File: src/rtl/clock_divider_pkg.sv
// Shared defaults and helpers for the multi-channel programmable clock/strobe divider.
package clock_divider_pkg;

   localparam int DEFAULT_CNT_W = 28;
   localparam int DEFAULT_DIV   = 6;
   localparam int DEFAULT_HIGH  = 1;

   // Channel index width; a single channel still needs a 1-bit index.
   function automatic int ch_width(input int n);
      if (n <= 1) begin
         return 1;
      end else begin
         return $clog2(n);
      end
   endfunction

endpackage

File: src/rtl/clock_divider_multi_if.sv
// Configuration bus of the divider: write strobe, channel select, new divisor/high-time and pending flags.
interface clock_divider_multi_if
   import clock_divider_pkg::*;
#(
   parameter int N_CH  = 4,
   parameter int CNT_W = DEFAULT_CNT_W
);
   localparam int CH_W = ch_width(N_CH);

   logic             cfg_we;
   logic [CH_W-1:0]  cfg_ch;
   logic [CNT_W-1:0] cfg_div;
   logic [CNT_W-1:0] cfg_high;
   logic [N_CH-1:0]  cfg_pending;

   modport master (
      output cfg_we, cfg_ch, cfg_div, cfg_high,
      input  cfg_pending
   );

   modport slave (
      input  cfg_we, cfg_ch, cfg_div, cfg_high,
      output cfg_pending
   );

endinterface

File: src/rtl/clock_divider_channel.sv
// One divider channel: period counter, active and shadow divisor/high-time, registered clock and tick.
module clock_divider_channel
   import clock_divider_pkg::*;
#(
   parameter int CNT_W    = DEFAULT_CNT_W,
   parameter int DEF_DIV  = DEFAULT_DIV,
   parameter int DEF_HIGH = DEFAULT_HIGH
)
(
   input  logic             clock_in,
   input  logic             rst,
   input  logic             en,
   input  logic             sync,
   input  logic             wr_en,
   input  logic [CNT_W-1:0] wr_div,
   input  logic [CNT_W-1:0] wr_high,
   output logic             clock_out,
   output logic             tick,
   output logic             pending
);

   localparam logic [CNT_W-1:0] ZERO_C     = {CNT_W{1'b0}};
   localparam logic [CNT_W-1:0] ONE_C      = CNT_W'(1);
   localparam logic [CNT_W-1:0] DEF_DIV_C  = CNT_W'(DEF_DIV);
   localparam logic [CNT_W-1:0] DEF_HIGH_C = CNT_W'(DEF_HIGH);

   logic [CNT_W-1:0] cnt_r;
   logic [CNT_W-1:0] act_div_r;
   logic [CNT_W-1:0] act_high_r;
   logic [CNT_W-1:0] sh_div_r;
   logic [CNT_W-1:0] sh_high_r;
   logic             pend_r;
   logic             clock_out_r;
   logic             tick_r;

   logic             stopped_s;
   logic             last_s;
   logic             apply_s;

   // Period boundary detection and the moments at which the shadow config may become active.
   always_comb begin
      stopped_s = (act_div_r == ZERO_C);
      last_s    = (cnt_r == (act_div_r - ONE_C));
      if (pend_r && (sync || stopped_s || (en && last_s))) begin
         apply_s = 1'b1;
      end else begin
         apply_s = 1'b0;
      end
   end

   // Counter, outputs and config registers; shadow is applied before a same-cycle write lands.
   always_ff @(posedge clock_in) begin
      if (rst) begin
         cnt_r       <= ZERO_C;
         act_div_r   <= DEF_DIV_C;
         act_high_r  <= DEF_HIGH_C;
         sh_div_r    <= DEF_DIV_C;
         sh_high_r   <= DEF_HIGH_C;
         pend_r      <= 1'b0;
         clock_out_r <= 1'b0;
         tick_r      <= 1'b0;
      end else begin
         if (sync || stopped_s) begin
            cnt_r       <= ZERO_C;
            clock_out_r <= 1'b0;
            tick_r      <= 1'b0;
         end else if (en) begin
            clock_out_r <= (cnt_r < act_high_r);
            tick_r      <= last_s;
            cnt_r       <= last_s ? ZERO_C : (cnt_r + ONE_C);
         end else begin
            tick_r      <= 1'b0;
         end

         if (apply_s) begin
            act_div_r  <= sh_div_r;
            act_high_r <= sh_high_r;
         end else begin
            act_div_r  <= act_div_r;
            act_high_r <= act_high_r;
         end

         if (wr_en) begin
            sh_div_r  <= wr_div;
            sh_high_r <= wr_high;
            pend_r    <= 1'b1;
         end else if (apply_s) begin
            pend_r    <= 1'b0;
         end else begin
            pend_r    <= pend_r;
         end
      end
   end

   assign clock_out = clock_out_r;
   assign tick      = tick_r;
   assign pending   = pend_r;

endmodule

File: src/rtl/clock_divider_multi.sv
// N-channel programmable clock/strobe divider with shadowed per-channel config and global phase align.
module clock_divider_multi
   import clock_divider_pkg::*;
#(
   parameter int N_CH     = 4,
   parameter int CNT_W    = DEFAULT_CNT_W,
   parameter int DEF_DIV  = DEFAULT_DIV,
   parameter int DEF_HIGH = DEFAULT_HIGH
)
(
   input  logic                 clock_in,
   input  logic                 rst,
   input  logic                 en,
   input  logic                 sync,
   clock_divider_multi_if.slave cfg,
   output logic [N_CH-1:0]      clock_out,
   output logic [N_CH-1:0]      tick
);

   localparam int CH_W = ch_width(N_CH);

   logic [N_CH-1:0] wr_s;
   logic [N_CH-1:0] clock_out_s;
   logic [N_CH-1:0] tick_s;
   logic [N_CH-1:0] pend_s;

   // Indices at or above N_CH match no channel, so such writes are dropped.
   for (genvar gi = 0; gi < N_CH; gi++) begin : g_ch
      assign wr_s[gi] = cfg.cfg_we && (cfg.cfg_ch == CH_W'(gi));

      clock_divider_channel #(
         .CNT_W    (CNT_W),
         .DEF_DIV  (DEF_DIV),
         .DEF_HIGH (DEF_HIGH)
      ) u_ch (
         .clock_in  (clock_in),
         .rst       (rst),
         .en        (en),
         .sync      (sync),
         .wr_en     (wr_s[gi]),
         .wr_div    (cfg.cfg_div),
         .wr_high   (cfg.cfg_high),
         .clock_out (clock_out_s[gi]),
         .tick      (tick_s[gi]),
         .pending   (pend_s[gi])
      );
   end

   assign clock_out       = clock_out_s;
   assign tick            = tick_s;
   assign cfg.cfg_pending = pend_s;

endmodule

File: src/flat_wrapper.sv
// flat-port wrapper written by rule: the top's interface ports become plain ports
module clock_divider_multi_flat import clock_divider_pkg::*;
#(
   parameter int N_CH     = 4,
   parameter int CNT_W    = DEFAULT_CNT_W,
   parameter int DEF_DIV  = DEFAULT_DIV,
   parameter int DEF_HIGH = DEFAULT_HIGH
)
  (clock_in, rst, en, sync, clock_out, tick, cfg_cfg_we, cfg_cfg_ch, cfg_cfg_div, cfg_cfg_high, cfg_cfg_pending);
  clock_divider_multi_if #(.N_CH(N_CH), .CNT_W(CNT_W)) cfg_i ();
  input  logic clock_in;
  input  logic rst;
  input  logic en;
  input  logic sync;
  output logic [N_CH-1:0] clock_out;
  output logic [N_CH-1:0] tick;
  input wire logic [$bits(cfg_i.cfg_we)-1:0] cfg_cfg_we;
  input wire logic [$bits(cfg_i.cfg_ch)-1:0] cfg_cfg_ch;
  input wire logic [$bits(cfg_i.cfg_div)-1:0] cfg_cfg_div;
  input wire logic [$bits(cfg_i.cfg_high)-1:0] cfg_cfg_high;
  output wire logic [$bits(cfg_i.cfg_pending)-1:0] cfg_cfg_pending;
  assign cfg_i.cfg_we = cfg_cfg_we;
  assign cfg_i.cfg_ch = cfg_cfg_ch;
  assign cfg_i.cfg_div = cfg_cfg_div;
  assign cfg_i.cfg_high = cfg_cfg_high;
  assign cfg_cfg_pending = cfg_i.cfg_pending;
  clock_divider_multi #(.N_CH(N_CH), .CNT_W(CNT_W), .DEF_DIV(DEF_DIV), .DEF_HIGH(DEF_HIGH)) u_core (.clock_in(clock_in), .rst(rst), .en(en), .sync(sync), .cfg(cfg_i), .clock_out(clock_out), .tick(tick));
endmodule
File: config.mk
export PLATFORM = sky130hd
export DESIGN_NAME = clock_divider_multi_flat
export DESIGN_NICKNAME = d
export VERILOG_FILES = /design/src/rtl/clock_divider_pkg.sv /design/src/rtl/clock_divider_multi_if.sv /design/src/rtl/clock_divider_channel.sv /design/src/rtl/clock_divider_multi.sv /design/src/flat_wrapper.sv
export SDC_FILE = /design/constraint.sdc
export NUM_CORES = 1
export LEC_CHECK = 0
export CAP_MARGIN = 15
export CORE_MARGIN = 5
export CORE_UTILIZATION = 58
export CTS_BUF_LIST = sky130_fd_sc_hd__clkbuf_4
export CTS_CLUSTER_SIZE = 14
export DETAILED_ROUTE_END_ITERATION = 10
export PLACE_DENSITY = 0.78
export SYNTH_ARGS = -nofsm -noshare
export SYNTH_HDL_FRONTEND = slang
export SYNTH_HIERARCHICAL = 1
export SYNTH_SLANG_ARGS = --single-unit
File: constraint.sdc
create_clock -name clock_in -period 2.99 [get_ports clock_in]
set_clock_uncertainty 0.2 [all_clocks]
set_input_delay 0.4485 -clock clock_in [delete_from_list [all_inputs] [get_ports clock_in]]
set_output_delay 0.4485 -clock clock_in [all_outputs]
set_load 0.01 [all_outputs]
* Word-level counts from Yosys, hierarchy flattened
Index checks and enable logic that the tools add are counted.
** Storage, ports and cells
- Register bits after elaboration :: 572
- Input port bits :: 63
- Logic and storage cells :: 105
** Cells by class
- Add/sub/neg operators :: 8
- $lt $le $gt $ge :: 4
- Reduce and logical (&&, ||, !) cells :: 37
- Bitwise operators :: 1
- Multiplexer cells :: 16
- Equality and inequality tests :: 7
** Operators by type and width (count)
- adder 28 x 1 -> 28 bit, second input constant :: 4
- equality test 28 bit :: 4
- zero test 28 bit :: 4
- less-than comparator 28 bit :: 4
- 2-to-1 mux 28 bit :: 4
- subtractor 28 x 1 -> 28 bit, second input constant :: 4
- logical AND 1 bit :: 12
- 2-to-1 mux 1 bit :: 12
- OR reduction 3 bit :: 4
- logical OR 1 bit :: 8
- nonzero test 2 bit :: 4
- OR reduction 2 bit :: 4
- equality test 2 bit, second input constant :: 2
- equality test 2 x 1 -> 1 bit, second input constant :: 1
- zero test 2 bit :: 1
- inverter 1 bit :: 1

* Logic depth before layout (Yosys ltp)
- Depth in word-level cells :: 8
- Gate-level depth with buffers :: 13

* Cells and area by module
Netlist, hierarchy kept.
** By module, submodules not included
- clock_divider_channel (u_core.g_ch[1].u_ch ...) :: instances 3, cells each 845, area each 7619.8 um^2
- clock_divider_channel (u_core.g_ch[0].u_ch) :: instances 1, cells each 843, area each 7664.9 um^2
- clock_divider_multi :: instances 1, cells each 4, area each 37.5 um^2

* Worst setup path after synthesis
No wires, ideal clock.
- Kind :: reg2reg
- From :: register u_core.g_ch[0].u_ch.act_div_r[0]
- To :: register u_core.g_ch[0].u_ch.cnt_r[10]
- Path slack :: -0.168 ns
- Path buffers :: 1
- Clock period less this slack :: 3.158 ns
- Cell stages (with the launch flop) :: 12
- Arrival time :: 2.826 ns
- Required time :: 2.658 ns
- Setup time :: 0.132 ns
- Cells stage by stage :: dfxtp_1 -> inv_1 -> ha_1 -> nor4b_2 -> nand4_1 -> or3_1 -> a211o_1 -> a22oi_1 -> o21ai_1 -> nor3_4 -> buf_2 -> nor3_1
** Between the ends
- Longest elaborated chain between the ends :: 3
- Elaborated cells between the ends (all ways) :: 6
** RTL lines
- start, declared :: RTL line clock_divider_channel.sv:28 : logic [CNT_W-1:0] act_div_r;
- start signal, assigned :: RTL line clock_divider_channel.sv:76 : act_div_r <= sh_div_r;
- start signal, assigned :: RTL line clock_divider_channel.sv:79 : act_div_r <= act_div_r;
- subtractor 28 x 1 -> 28 bit or zero test 28 bit (tied branches) :: RTL line clock_divider_channel.sv:43, clock_divider_channel.sv:42
- equality test 28 bit or logical OR 1 bit (tied branches) :: RTL line clock_divider_channel.sv:43, clock_divider_channel.sv:63
- 2-to-1 mux 28 bit or OR reduction 2 bit (tied branches)
- end signal, assigned :: RTL line clock_divider_channel.sv:70 : cnt_r <= last_s ? ZERO_C : (cnt_r + ONE_C);
- end, declared :: RTL line clock_divider_channel.sv:27 : logic [CNT_W-1:0] cnt_r;
Parallel ways exist; a longest one is shown, timed or not.
A chain may end at the register's enable or synchronous reset.

* Final worst setup path
- From :: register u_core.g_ch[3].u_ch.act_div_r[1]
- To :: register u_core.g_ch[3].u_ch.act_high_r[0]
** Between the ends
- Longest elaborated chain between the ends :: 6
- Elaborated cells between the ends (all ways) :: 8
** RTL lines
- start, declared :: RTL line clock_divider_channel.sv:28
- start signal, assigned :: RTL line clock_divider_channel.sv:76
- start signal, assigned :: RTL line clock_divider_channel.sv:79
- subtractor 28 x 1 -> 28 bit :: RTL line clock_divider_channel.sv:43 : last_s = (cnt_r == (act_div_r - ONE_C));
- equality test 28 bit :: RTL line clock_divider_channel.sv:43
- logical AND 1 bit :: RTL line clock_divider_channel.sv:44 : if (pend_r && (sync || stopped_s || (en && last_s))) begin
- logical OR 1 bit * :: RTL line clock_divider_channel.sv:44
- logical AND 1 bit * :: RTL line clock_divider_channel.sv:44
- 2-to-1 mux 1 bit * :: RTL line clock_divider_channel.sv:44
- end signal, assigned :: RTL line clock_divider_channel.sv:77 : act_high_r <= sh_high_r;
- end signal, assigned :: RTL line clock_divider_channel.sv:80 : act_high_r <= act_high_r;
- end, declared :: RTL line clock_divider_channel.sv:29 : logic [CNT_W-1:0] act_high_r;
Every way passes the cells marked *; elsewhere a longest branch is shown, timed or not.

==> run_results.csv <==
group,metric,value,unit
routing,drc_errors,2,
power,leakagePower,14.2,nW
grt,grt_pass1_wl,143000,µm
cells_and_area,final_area,0.0379,mm²
yosys,synth-xor-area-share,6.82,%
run_status,status,"complete, but fails checks",
yosys,synth.most_common_cell,"dfxtp_1",
floorplan,die-width,240,µm
yosys,avgSynthCellArea,9.04,µm²
floorplan,initial_core_util,58.4,%
yosys,postSynthCellCount,3382,
yosys,async_flop_share,0,%
setup_path,cp-end-kind,"flip-flop",
cells_and_area,layout-drive-gt1-share,20.3,%
grt,grt_max_degree,172,
clock_tree,cts_tree,"yes",
timing,slew_headroom,45.7,%
routing,routedWlPerCell,20.7,µm
clock_tree,ctsLongestPathBuffers,3,
timing,tns,-100080,ps
yosys,syn-num-nets,3561,
setup_path,slowest_delay,490,ps
grt,grt_pass1_vias,26700,
clock_tree,insertion_delay,1040,ps
run_status,violations,"design-rule violations, negative setup slack",
routing,vias_per_cell,5.84,
timing,min_period_over_period,117,%
setup_path,required,3710,ps
routing,totalWireLength,94500,µm
power,p_per_area,434,mW/mm²
power,combinationalPowerShare,7.3,%
flow_run,maxCapViolations,0,
floorplan,coreArea,0.0523,mm²
power,ir_worst_vdd,385,µV
timing,finalSetupViolations,341,
timing,fmax,286,MHz
yosys,muxShareOfSynthArea,14.6,%
grt,grt-ovfl-total,0,
yosys,ys_warn_count,6,
place,gp_congestion,0.926,
timing,slew_violations,0,
yosys,yosys.area.top_type,"dfxtp_1",
grt,antenna_found_initial,5,
timing,rsz0062_at_grt,"true",
routing,vias,26700,
clock_tree,clkTransAtPathRegs,60,ps
yosys,synth-simple-area-share,24.7,%
cells_and_area,area_delta_synth_final,24.1,%
yosys,synth.distinct_cells,77,
routing,first_pass_iters,9,
cells_and_area,nets,3946,
power,p_sw_share,25.4,%
yosys,synth_area_leaders,"dfxtp_1, mux2i_1, nand2b_1",
power,switchingPower,0.00418,W
power,cellInternalPower,0.0123,W
yosys,synth-edff-count,0,
routing,detail-route-antenna-nets,0,
place,hpwl,61900,µm
yosys,synth-seq-cells,572,
yosys,synth.top_cell.area_share,37.5,%
floorplan,num_io_pins,75,
yosys,synth_top_family_by_area,"simple AND/OR/NAND/NOR gates",
yosys,ys.flop_type,"dfxtp_1",
yosys,ys_seq_area_share,37.5,%
clock_tree,numCtsBuffers,155,
setup_path,crit_chain,"inv_2, ha_4, or4b_4, or3_4, or4_4, nand2_2, a32o_2, nand4_1, o22ai_4, buf_8, buf_16, mux2i_1",
timing,tightest_slew,812,ps
power,seqPwrFrac,47.6,%
clock_tree,cts_root_buffer,"clkbuf_4",
setup_path,startpoint_type,"flip-flop",
setup_path,cp.arrival,4220,ps
floorplan,chipHeight,240,µm
grt,grtUsageTotal,31.4,%
yosys,syn_area,0.0306,mm²
yosys,synth_compound_area_share,6.33,%
clock_tree,cts.sinks,572,
yosys,ys_top_cells_by_count,"dfxtp_1, mux2i_1, nand2b_1, nor2_1, nor3_1",
clock_tree,htreeDepth,4,
yosys,synth_fa_ha_area_share,4.75,%
timing,min_period,3500,ps
timing,setup_ws,-506,ps
floorplan,dieArea,0.0574,mm²
setup_path,slowest_stage,"or4_4",
place,io_buffers,74,
timing,finalHoldViolCount,0,
routing,drt_iter0_markers,2176,
setup_path,critical_path_class,"reg2reg",
setup_path,crit_path_max_fanout,5,
floorplan,num_rows,84,
power,clkPwrFrac,45.1,%
place,dpl-instance-area,0.0335,mm²
hold_path,min_path_type,"in2reg",
[path summary, 6_finish.rpt]
check                                                               startpoint                                         endpoint  slack, ps  cells after the start
worst max-delay path             u_core/g_ch[3].u_ch/act_div_r[1]$_SDFFE_PP1P_   u_core/g_ch[3].u_ch/act_high_r[0]$_SDFFE_PP1P_       -510                     12
worst min-delay path                                                        en        u_core/g_ch[1].u_ch/cnt_r[1]$_SDFFE_PP0P_        120                      4
worst max register to register   u_core/g_ch[3].u_ch/act_div_r[1]$_SDFFE_PP1P_   u_core/g_ch[3].u_ch/act_high_r[0]$_SDFFE_PP1P_       -510                     12
worst min register to register  u_core/g_ch[3].u_ch/sh_high_r[23]$_SDFFE_PP0P_  u_core/g_ch[3].u_ch/act_high_r[23]$_SDFFE_PP0P_        220                      2
[through the flow]
| step | setup WS [ps] | hold WS (ps) | util [%] | std cells | total power, W |
|---|---|---|---|---|---|
| after global placement | -282 | 256 | 64.0 | 4207 | 0.00902 |
| after global routing | -566 | 86.8 | 72.5 | 4577 | 0.0171 |
| after detailed placement | -346 | 261 | 64.0 | 4207 | 0.00905 |
| after floorplan | -104 | 244 | - | 3382 | 0.00862 |
| final | -506 | 118 | 72.5 | 4577 | 0.0165 |
| after CTS | -318 | 44.9 | 71.0 | 4551 | 0.0165 |
[logic make-up (layout without fill, tap and decap cells)]
kind of cell,count (synthesis),after routing
AND/OR/NAND/NOR,1392,1392
flip-flops,572,572
multiplexers,446,446
buffers and inverters,343,845
AO/OA/AOI/OAI,275,275
XOR/XNOR,238,238
adder cells (fa/ha/maj),116,116
other,0,5
[state kept, by name, indices dropped and copies added (netlist names)]
signal and cells:
u_core/g_ch.u_ch/clock_out 4, u_core/g_ch.u_ch/act_div_r 112, u_core/g_ch.u_ch/pending 4, u_core/g_ch.u_ch/tick 4, u_core/g_ch.u_ch/act_high_r 112, u_core/g_ch.u_ch/cnt_r 112, u_core/g_ch.u_ch/sh_high_r 112, u_core/g_ch.u_ch/sh_div_r 112
[cell type report]
class | instances | area (µm²)
Sequential cell | 572 | 11500
Clock inverter | 54 | 405
Timing Repair Buffer | 417 | 4410
Multi-Input combinational cell | 2467 | 18500
Clock buffer | 220 | 1650
Tap cell | 688 | 861
Inverter | 154 | 578
Fill cell | 3785 | 14400
Antenna cell | 5 | 12.5
[layout by cell type, fill, tap and decap left out, types with 17 or more instances in the layout]
master / count
dfxtp_1: 564
nand2b_1: 431
mux2i_1: 426
nor2_1: 324
buf_4: 244
clkbuf_4: 220
inv_1: 146
xnor2_1: 137
nand2_1: 122
ha_1: 112
nor3_1: 106
xor2_1: 99
clkdlybuf4s50_1: 73
nor3_2: 60
nand3_1: 58
a21o_1: 56
nand4_1: 47
a21oi_1: 40
o21ai_0: 39
and3_1: 37
clkinv_1: 35
buf_6: 34
buf_12: 28
nor2b_1: 27
buf_16: 21
or3_1: 21
nor4_1: 21
a31oi_1: 18
a211o_1: 17
or4_4: 17
[layer usage]
metal	part of all wire (%)	track usage, %	up-vias
met1	42	39.3	12800
met4	4.5	15.0	8
met3	7.2	7.20	302
met5	0.15	0	-
li1	-	-	12500
met2	47	51.5	1130
[power groups by stage]
stage               sequential [W]  combinational (W)  clock [W]
finish                     0.00782            0.00121    0.00742
global route               0.00783            0.00126    0.00799
CTS                        0.00782            0.00115    0.00754
detailed placement         0.00799            0.00106          0
global placement           0.00799            0.00104          0
floorplan                  0.00797           0.000648          0
[timing repair]
action	CTS	global route
endpoints found under the hold margin	209	0
buffers inserted	45	24
gates cloned	27	11
hold buffers	1	0
setup endpoints to repair	343	345
gates resized for setup	142	128
pin swaps	57	60
[critical path, delay by kind of cell (launching register included)]
family / cells / cell delay, ps
and+or+nand+nor: 5 / 1610
DFF: 1 / 330
AOI/OAI and AO/OA: 2 / 420
muxes: 1 / 280
adders and majority gates: 1 / 120
buffers and inverters: 3 / 410
Power figures use the tool's default switching activity.
